**config.mk**
```make
export PLATFORM = sky130hd
export DESIGN_NAME = ccc_frame_tracker_flat
export DESIGN_NICKNAME = d
export VERILOG_FILES = /design/src/rtl/ccc_frame_tracker_if.sv /design/src/rtl/ccc_frame_tracker.sv /design/src/flat_wrapper.sv
export SDC_FILE = /design/constraint.sdc
export NUM_CORES = 1
export LEC_CHECK = 0
export ABC_CLOCK_PERIOD_IN_PS = 2600
export BUFFER_PORTS_ARGS = -buffer_cell sky130_fd_sc_hd__buf_2
export CAP_MARGIN = 20
export CORE_MARGIN = 4
export CORE_UTILIZATION = 54
export DETAILED_ROUTE_END_ITERATION = 6
export PLACE_DENSITY_LB_ADDON = 0.2
export SYNTH_ARGS = -nofsm -noshare
export SYNTH_HDL_FRONTEND = slang
export SYNTH_SLANG_ARGS = --single-unit
```
**constraint.sdc**
```tcl
create_clock -name i_fcnt_clk -period 2.6 [get_ports i_fcnt_clk]
set_clock_uncertainty 0.15 [all_clocks]
set_input_delay 0.13 -clock i_fcnt_clk [delete_from_list [all_inputs] [get_ports i_fcnt_clk]]
set_output_delay 0.13 -clock i_fcnt_clk [all_outputs]
set_load 0.01 [all_outputs]
```
**src/rtl/ccc_frame_tracker_if.sv**
```systemverilog
// rtl/ccc_frame_tracker_if.sv - CCC frame tracker configuration, bit-counter and status bundle
interface ccc_frame_tracker_if #(
    parameter int LEN_W = 16,
    parameter int BIT_W = 6
);
    logic             i_fcnt_en;
    logic             i_regf_CMD_ATTR;
    logic [LEN_W-1:0] i_regf_DATA_LEN;
    logic [2:0]       i_regf_DTT;
    logic             i_ccc_Direct_Broadcast_n;
    logic [BIT_W-1:0] i_cnt_bit_count;
    logic             i_bitcnt_toggle;
    logic             o_cccnt_last_frame;
    logic             o_fcnt_done;
    logic             o_fcnt_overrun;
    logic [LEN_W:0]   o_fcnt_remaining;

    modport master (
        output i_fcnt_en, i_regf_CMD_ATTR, i_regf_DATA_LEN, i_regf_DTT,
               i_ccc_Direct_Broadcast_n, i_cnt_bit_count, i_bitcnt_toggle,
        input  o_cccnt_last_frame, o_fcnt_done, o_fcnt_overrun, o_fcnt_remaining
    );

    modport slave (
        input  i_fcnt_en, i_regf_CMD_ATTR, i_regf_DATA_LEN, i_regf_DTT,
               i_ccc_Direct_Broadcast_n, i_cnt_bit_count, i_bitcnt_toggle,
        output o_cccnt_last_frame, o_fcnt_done, o_fcnt_overrun, o_fcnt_remaining
    );
endinterface

```
**src/rtl/ccc_frame_tracker.sv**
```systemverilog
// rtl/ccc_frame_tracker.sv - HDR CCC frame tracker: remaining units, last-frame, done and overrun
module ccc_frame_tracker #(
    parameter int LEN_W      = 16,
    parameter int BIT_W      = 6,
    parameter int FRAME_BITS = 20,
    parameter int DIRECT_OVH = 5,
    parameter int BCAST_OVH  = 1
) (
    input  logic                 i_fcnt_clk,
    input  logic                 i_fcnt_rst_n,
    ccc_frame_tracker_if.slave   bus
);
    localparam int CNT_W = LEN_W + 1;

    typedef enum logic [1:0] {S_IDLE, S_RUN, S_LAST, S_DONE} state_e;

    state_e           state_q, state_d;
    logic [CNT_W-1:0] rem_q, rem_d;
    logic             last_q, last_d;
    logic             done_q, done_d;
    logic             ovr_q, ovr_d;
    logic [CNT_W-1:0] imm_base;
    logic [CNT_W-1:0] load_val;
    logic             unit_b;

    // A unit is half an HDR word, so both the mid-word and end-of-word bits close one.
    always_comb begin
        unit_b = bus.i_bitcnt_toggle &&
                 ((bus.i_cnt_bit_count == BIT_W'(FRAME_BITS/2 - 1)) ||
                  (bus.i_cnt_bit_count == BIT_W'(FRAME_BITS - 1)));
    end

    always_comb begin
        imm_base = CNT_W'(1);
        case (bus.i_regf_DTT)
            3'd0, 3'd5: imm_base = CNT_W'(1);
            3'd1, 3'd6: imm_base = CNT_W'(2);
            3'd2, 3'd7: imm_base = CNT_W'(3);
            3'd3:       imm_base = CNT_W'(4);
            3'd4:       imm_base = CNT_W'(5);
            default:    imm_base = CNT_W'(1);
        endcase
    end

    // Single-unit immediates carry no direct overhead.
    always_comb begin
        load_val = '0;
        if (!bus.i_regf_CMD_ATTR) begin
            load_val = {1'b0, bus.i_regf_DATA_LEN} +
                       (bus.i_ccc_Direct_Broadcast_n ? CNT_W'(DIRECT_OVH) : CNT_W'(BCAST_OVH));
        end else if (!bus.i_ccc_Direct_Broadcast_n || imm_base == CNT_W'(1)) begin
            load_val = imm_base;
        end else begin
            load_val = imm_base + CNT_W'(DIRECT_OVH - BCAST_OVH);
        end
    end

    always_ff @(posedge i_fcnt_clk) begin
        if (!i_fcnt_rst_n) begin
            state_q <= S_IDLE;
            rem_q   <= '0;
            last_q  <= 1'b0;
            done_q  <= 1'b0;
            ovr_q   <= 1'b0;
        end else begin
            state_q <= state_d;
            rem_q   <= rem_d;
            last_q  <= last_d;
            done_q  <= done_d;
            ovr_q   <= ovr_d;
        end
    end

    always_comb begin
        state_d = state_q;
        if (!bus.i_fcnt_en) begin
            state_d = S_IDLE;
        end else begin
            case (state_q)
                S_IDLE: state_d = (load_val == '0) ? S_LAST : S_RUN;
                S_RUN:  if (unit_b && rem_q == CNT_W'(1)) state_d = S_LAST;
                S_LAST: if (unit_b) state_d = S_DONE;
                S_DONE: state_d = S_DONE;
                default: state_d = S_IDLE;
            endcase
        end
    end

    // Disable outranks a coincident unit boundary; idle keeps reloading the config.
    always_comb begin
        rem_d  = rem_q;
        last_d = last_q;
        done_d = 1'b0;
        ovr_d  = ovr_q;
        if (!bus.i_fcnt_en || state_q == S_IDLE) begin
            rem_d  = load_val;
            last_d = bus.i_fcnt_en && (load_val == '0);
            ovr_d  = 1'b0;
        end else begin
            case (state_q)
                S_RUN: begin
                    if (unit_b && rem_q != '0) begin
                        rem_d = rem_q - CNT_W'(1);
                        if (rem_q == CNT_W'(1)) last_d = 1'b1;
                    end
                end
                S_LAST: begin
                    last_d = 1'b1;
                    if (unit_b) done_d = 1'b1;
                end
                S_DONE: begin
                    last_d = 1'b1;
                    if (unit_b) ovr_d = 1'b1;
                end
                default: ;
            endcase
        end
    end

    assign bus.o_cccnt_last_frame = last_q;
    assign bus.o_fcnt_done        = done_q;
    assign bus.o_fcnt_overrun     = ovr_q;
    assign bus.o_fcnt_remaining   = rem_q;
endmodule

```
**src/flat_wrapper.sv**
```systemverilog
// flat-port wrapper written by rule: the top's interface ports become plain ports
module ccc_frame_tracker_flat 
#(
    parameter int LEN_W      = 16,
    parameter int BIT_W      = 6,
    parameter int FRAME_BITS = 20,
    parameter int DIRECT_OVH = 5,
    parameter int BCAST_OVH  = 1
)
  (i_fcnt_clk, i_fcnt_rst_n, bus_i_fcnt_en, bus_i_regf_CMD_ATTR, bus_i_regf_DATA_LEN, bus_i_regf_DTT, bus_i_ccc_Direct_Broadcast_n, bus_i_cnt_bit_count, bus_i_bitcnt_toggle, bus_o_cccnt_last_frame, bus_o_fcnt_done, bus_o_fcnt_overrun, bus_o_fcnt_remaining);
  ccc_frame_tracker_if #(.LEN_W(LEN_W), .BIT_W(BIT_W)) bus_i ();
  input  logic i_fcnt_clk;
  input  logic i_fcnt_rst_n;
  input wire logic [$bits(bus_i.i_fcnt_en)-1:0] bus_i_fcnt_en;
  input wire logic [$bits(bus_i.i_regf_CMD_ATTR)-1:0] bus_i_regf_CMD_ATTR;
  input wire logic [$bits(bus_i.i_regf_DATA_LEN)-1:0] bus_i_regf_DATA_LEN;
  input wire logic [$bits(bus_i.i_regf_DTT)-1:0] bus_i_regf_DTT;
  input wire logic [$bits(bus_i.i_ccc_Direct_Broadcast_n)-1:0] bus_i_ccc_Direct_Broadcast_n;
  input wire logic [$bits(bus_i.i_cnt_bit_count)-1:0] bus_i_cnt_bit_count;
  input wire logic [$bits(bus_i.i_bitcnt_toggle)-1:0] bus_i_bitcnt_toggle;
  output wire logic [$bits(bus_i.o_cccnt_last_frame)-1:0] bus_o_cccnt_last_frame;
  output wire logic [$bits(bus_i.o_fcnt_done)-1:0] bus_o_fcnt_done;
  output wire logic [$bits(bus_i.o_fcnt_overrun)-1:0] bus_o_fcnt_overrun;
  output wire logic [$bits(bus_i.o_fcnt_remaining)-1:0] bus_o_fcnt_remaining;
  assign bus_i.i_fcnt_en = bus_i_fcnt_en;
  assign bus_i.i_regf_CMD_ATTR = bus_i_regf_CMD_ATTR;
  assign bus_i.i_regf_DATA_LEN = bus_i_regf_DATA_LEN;
  assign bus_i.i_regf_DTT = bus_i_regf_DTT;
  assign bus_i.i_ccc_Direct_Broadcast_n = bus_i_ccc_Direct_Broadcast_n;
  assign bus_i.i_cnt_bit_count = bus_i_cnt_bit_count;
  assign bus_i.i_bitcnt_toggle = bus_i_bitcnt_toggle;
  assign bus_o_cccnt_last_frame = bus_i.o_cccnt_last_frame;
  assign bus_o_fcnt_done = bus_i.o_fcnt_done;
  assign bus_o_fcnt_overrun = bus_i.o_fcnt_overrun;
  assign bus_o_fcnt_remaining = bus_i.o_fcnt_remaining;
  ccc_frame_tracker #(.LEN_W(LEN_W), .BIT_W(BIT_W), .FRAME_BITS(FRAME_BITS), .DIRECT_OVH(DIRECT_OVH), .BCAST_OVH(BCAST_OVH)) u_core (.i_fcnt_clk(i_fcnt_clk), .i_fcnt_rst_n(i_fcnt_rst_n), .bus(bus_i));
endmodule
```
## Word-level counts from Yosys, hierarchy flattened

Memories as Yosys holds them, arrays and structs flattened.
Index checks and enable logic that the tools add are counted.

| cells by class | value |
|---|---|
| add/subtract/negate cells | 3 |
| multipliers | 0 |
| div/mod/pow operators | 0 |
| order comparisons | 0 |
| equal/unequal tests | 11 |
| shift-type cells | 0 |
| multiplexer cells | 15 |
| bitwise operators | 2 |
| reductions and logical operators | 23 |

Operators with widths:

| kind | count |
|---|---|
| 17-bit 2-to-1 mux | 5 |
| 17-bit by 1-bit equality test with 1-bit output (second input constant) | 2 |
| 16-bit by 17-bit adder with 17-bit output | 1 |
| 17-bit by 3-bit adder with 17-bit output (second input constant) | 1 |
| 17-bit logical NOT | 1 |
| 17-bit nonzero test | 1 |
| 17-bit by 1-bit subtractor with 17-bit output (second input constant) | 1 |
| 2-bit case mux with 4 select lines | 1 |
| 2-bit AND reduction | 4 |
| 6-bit by 4-bit equality test with 1-bit output (second input constant) | 1 |
| 6-bit by 5-bit equality test with 1-bit output (second input constant) | 1 |
| 2-bit 2-to-1 mux | 3 |
| 3-bit by 1-bit != test with 1-bit output (second input constant) | 2 |
| 2-bit equality test (second input constant) | 2 |
| 1-bit logical AND | 4 |
| 1-bit 2-to-1 mux | 4 |
| 2-bit by 1-bit != test with 1-bit output (second input constant) | 2 |
| 2-bit nonzero test | 2 |
| 2-bit OR reduction | 2 |
| 1-bit logical OR | 3 |
| 3-bit 2-to-1 mux | 1 |
| 3-bit AND reduction | 1 |
| 3-bit nonzero test | 1 |
| 3-bit OR reduction | 1 |
| 5 further kinds | 7 |

| storage, ports and cells | value |
|---|---|
| register bits | 22 |
| latch bits | 0 |
| memory bits (writable) | 0 |
| ROM bits | 24 |
| bits of input ports | 31 |
| output and inout port bits | 20 |
| word-level logic and storage cells | 60 |
| memories kept | 1 |

Memories:

| memory | words | bits a word | rd ports | clocked after memory_dff | wr ports | line | text |
|---|---|---|---|---|---|---|---|
| (name not given) | 8 | 3 | 1 | 0 | 0 | ccc_frame_tracker.sv:35 | `case (bus.i_regf_DTT)` |

## Longest topological paths before layout

An unclocked memory read counts as a cell.

| logic depth | value |
|---|---|
| depth after elaboration | 8 |
| depth in mapped cells | 9 |
| mapped depth without buffers | 9 |

## Least setup slack after synthesis

OpenSTA, ideal clock, no wires.

| timing path | value |
|---|---|
| kind | reg-to-reg |
| start point | register u_core.rem_q[2], in the netlist u_core.bus.o_fcnt_remaining[2] |
| end point | register u_core.rem_q[11], in the netlist u_core.bus.o_fcnt_remaining[11] |
| library setup time | 0.120 ns |
| arrival | 1.762 ns |
| data required time | 2.330 ns |
| setup slack | 0.568 ns |
| stages on the path, launching flop included | 8 |
| buffers on the path | 0 |
| period minus slack after synthesis | 2.032 ns |
| cells stage by stage | dfxtp_1 -> nor4_4 -> nor4b_4 -> a31oi_2 -> nand2_2 -> a21oi_2 -> o21a_1 -> o31a_1 |

| between the ends | value |
|---|---|
| word-level cells in the longest chain between the ends | 4 |
| elaborated cells between the ends (all ways) | 8 |
| those cells by class | 1 x add/sub; 3 x mux; 4 x reduce/logical |

Ends and longest elaborated chain:

| element | line | text |
|---|---|---|
| from (decl) | ccc_frame_tracker.sv:18 | `logic [CNT_W-1:0] rem_q, rem_d;` |
| from (signal assigned) | ccc_frame_tracker.sv:67 | `rem_q <= rem_d;` |
| 17-bit by 1-bit subtractor with 17-bit output / 17-bit nonzero test (equally long branches) | ccc_frame_tracker.sv:103, ccc_frame_tracker.sv:102 |  |
| 17-bit 2-to-1 mux / 1-bit logical AND (equally long branches) | ccc_frame_tracker.sv:102 | `if (unit_b && rem_q != '0) begin` |
| 17-bit 2-to-1 mux / 2-bit nonzero test (equally long branches) | n/a |  |
| 17-bit 2-to-1 mux / 2-bit AND reduction (equally long branches) | n/a |  |

Parallel ways exist; a longest one is shown, timed or not. The select of a mux whose other input is x is not followed.
A chain may end at the register's enable or synchronous reset.

## Worst setup path in the final report

Same ends and word-level chain as after synthesis.

==> metrics.yaml <==
run_status:
  status: "finished, final reports clean"
timing:
  setup_viol: 0
  rsz0062_at_grt: "false"
  finalCritPeriodShare_pct: 89.3
  maxSlewViolCount: 0
  max_slew_margin_pct: 69.4
  layout_min_cycle_time_ns: 2.32
  max_freq_ghz: 0.431
  max_slew.worst_pin.slew_ns: 0.453
  fin_setup_tns_ns: 0
  hold_viol_final: 0
finish:
  drive_gt1_share_pct: 26.1
  fill_cells: 305
  diodes: 0
  final_nets: 346
  final_util_pct: 68.7
  area_growth_pct: 18.2
placed_design:
  place.gp.congestion: 0.909
  io_buffers: 50
  hpwlAfterDp_mm: 4.04
cts:
  clock_latency_ns: 0.28
  htreeDepth: 1
  cts.sinks: 22
  cts-root-buf: "clkbuf_8"
  cts_tree: "yes"
  cts_buffer_depth: 2
  cts_buffers: 3
  path_clk_slew_ns: 0.09
global_route:
  grt_max_degree: 27
  grt_pass1_vias: 1829
  globalRouteTotalUtil_pct: 23.4
  grt-ovfl-total: 0
  grt_first_pass_wirelength_mm: 8.42
  antenna_found_initial: 0
synth:
  synth_top_area_cell: "dfxtp_1"
  synth_edf_count: 0
  synth_top_area_share_pct: 22.0
  syn_area_mm2: 0.00200
  synth_ff_type: "dfxtp_1"
  async_flop_share_pct: 0
  postSynthAreaPerCell_um2: 7.69
  syn_nets: 298
  seq_area_frac_synth_pct: 22.0
  synth_cell_types: 67
  ys_seq_elements: 22
  yosysWarnings: 0
  yosys-top-cells-area: "dfxtp_1, xnor2_1, nand2_1, nor2_1, ha_1"
  synthCells: 260
die:
  rows: 21
  die_x_um: 68.9
  die_h_um: 68.9
  start_util_pct: 58.1
  coreArea_mm2: 0.00344
  io_pins: 51
  die_area_mm2: 0.00474
setup_path:
  critPathSlowestCell: "dfxtp_1"
  cp_num_buf_inv: 0
  cpLargestDelayFamily: "simple AND/OR/NAND/NOR gates"
  crit_chain: "nor4_4 > nor4b_4 > a31oi_4 > nand2_2 > a21oi_2 > o21a_1 > o31a_1"
  crit_path_start_kind: "flip-flop"
  critPathMaxStageDelay_ns: 0.39
  cp_max_fo: 12
  cp.required_ns: 2.63
  crit_type: "flip-flop to flip-flop"
  arrival_ns: 2.35
  end_kind: "flip-flop"
drt:
  drc: 0
  dr.pass1.iters: 5
  routed_wl_mm: 5.30
  via_per_inst: 6.17
  dr_total_vias: 2179
  ant_nets: 0
  drt_iter0_markers: 167
  routedWlPerCell_um: 15.0
hold_path:
  worstHoldPathType: "primary input to flip-flop"
power:
  power.density_mw_per_mm2: 430
  ir_drop_uv: 285
  leakagePower_nw: 0.979
flow_run:
  drv_cap: 0
power by group:
part / leakage [nW] / switching [mW] / internal (mW)
registers: 0.181 / 0.0278 / 0.356
clock network: 0.0357 / 0.123 / 0.206
logic: 0.762 / 0.176 / 0.128
cells in the mapped netlist (2+ instances only):
cell type / instances
nand3b_1: 2
clkbuf_1: 5
nor4_1: 5
o21a_1: 2
nor3_1: 12
nor2b_1: 2
buf_2: 4
xor2_1: 5
nand4_1: 4
a31o_2: 2
dfxtp_1: 22
and2_1: 2
nor2_1: 25
ha_1: 7
a211oi_1: 4
a221oi_1: 2
or2_2: 2
nand2_1: 26
a311oi_1: 4
and3_1: 4
nand3_1: 11
inv_1: 10
xnor2_1: 13
o211ai_1: 2
and3b_1: 2
nand2b_1: 5
o22ai_1: 2
nor3b_1: 2
mux2i_1: 3
o32ai_1: 3
o21ai_0: 8
nor3_2: 3
a31oi_1: 7
a21oi_1: 15
what timing repair did:
action                                  CTS  global route
setup buffers                             0             0
endpoints found under the setup margin    0             2
resized for setup                         0             1
hold buffers                              0             0
registers in the layout, summed over array words and instances (netlist names):
signal,cells
u_core.state_q,2
u_core.bus.o_cccnt_last_frame,1
u_core.bus.o_fcnt_overrun,1
u_core.bus.o_fcnt_done,1
u_core.bus.o_fcnt_remaining,17
cells in the final DEF, fill, tap and decap left out, types with 3 or more instances in the layout:
cell | synthesis | final
mux2i_1 | 3 | 3
o32ai_1 | 3 | 3
nand3_1 | 11 | 11
and3_1 | 4 | 4
xor2_1 | 5 | 5
nor4_1 | 5 | 5
buf_2 | 4 | 50
dfxtp_1 | 22 | 22
nand4_1 | 4 | 4
nor3_1 | 12 | 12
a31oi_1 | 7 | 7
a311oi_1 | 4 | 4
nor2_1 | 25 | 25
a21oi_1 | 15 | 15
nand2b_1 | 5 | 5
nor3_2 | 3 | 3
a211oi_1 | 4 | 4
nand2_1 | 26 | 26
inv_1 | 10 | 10
o21ai_0 | 8 | 8
buf_4 | 0 | 4
clkbuf_8 | 0 | 3
xnor2_1 | 13 | 13
ha_1 | 7 | 7
cell families after synthesis:
family | share of synthesized area, %
AOI/OAI and AO/OA | 23.8
buffers and inverters | 4.57
xor gates and xnor gates | 7.88
and+or+nand+nor | 35.3
muxes | 2.07
DFF | 22.0
adders and majority gates | 4.38
layout make-up:
type                            instances  area, um2  share of cell area (%)
Clock buffer                            3       41.3                    1.75
Tap cell                               46       57.6                    2.44
Inverter                               10       37.5                    1.59
Timing Repair Buffer                   54        280                    11.9
Clock inverter                          1       30.0                    1.27
Sequential cell                        22        440                    18.6
Multi-Input combinational cell        217       1480                    62.5
final timing paths:
check | slack [ns] | from | endpoint | cells past startpoint
min reg2reg | 0.34 | u_core.bus.o_cccnt_last_frame | u_core.bus.o_cccnt_last_frame | 2
max | 0.28 | u_core.bus.o_fcnt_remaining[2] | u_core.bus.o_fcnt_remaining[11] | 7
max reg2reg | 0.28 | u_core.bus.o_fcnt_remaining[2] | u_core.bus.o_fcnt_remaining[11] | 7
min | 0.008 | i_fcnt_rst_n | u_core.bus.o_fcnt_remaining[11] | 2
metrics by stage:
stage                     hold slack [ns]  instance area, um2  instances  setup WS, ns  power (mW)
after floorplan                    0.0961                2000        260         0.568       0.587
after global placement              0.302                2280        349         0.142       0.684
after detailed placement            0.311                2280        349         0.160       0.687
after CTS                         0.00907                2350        353         0.128        1.02
after global routing              0.00430                2360        353         0.104        1.07
final                             0.00777                2360        353         0.277        1.02
per-layer routing:
metal  GRT usage (%)  vias up  routed length, um
li1                -     1067                  -
met1            31.3      996               2390
met2            37.1      101               2480
met3            4.54       15                345
met4            8.52        0                 81
met5               0        -                  0
No activity file was read; power rests on OpenSTA's default activity.
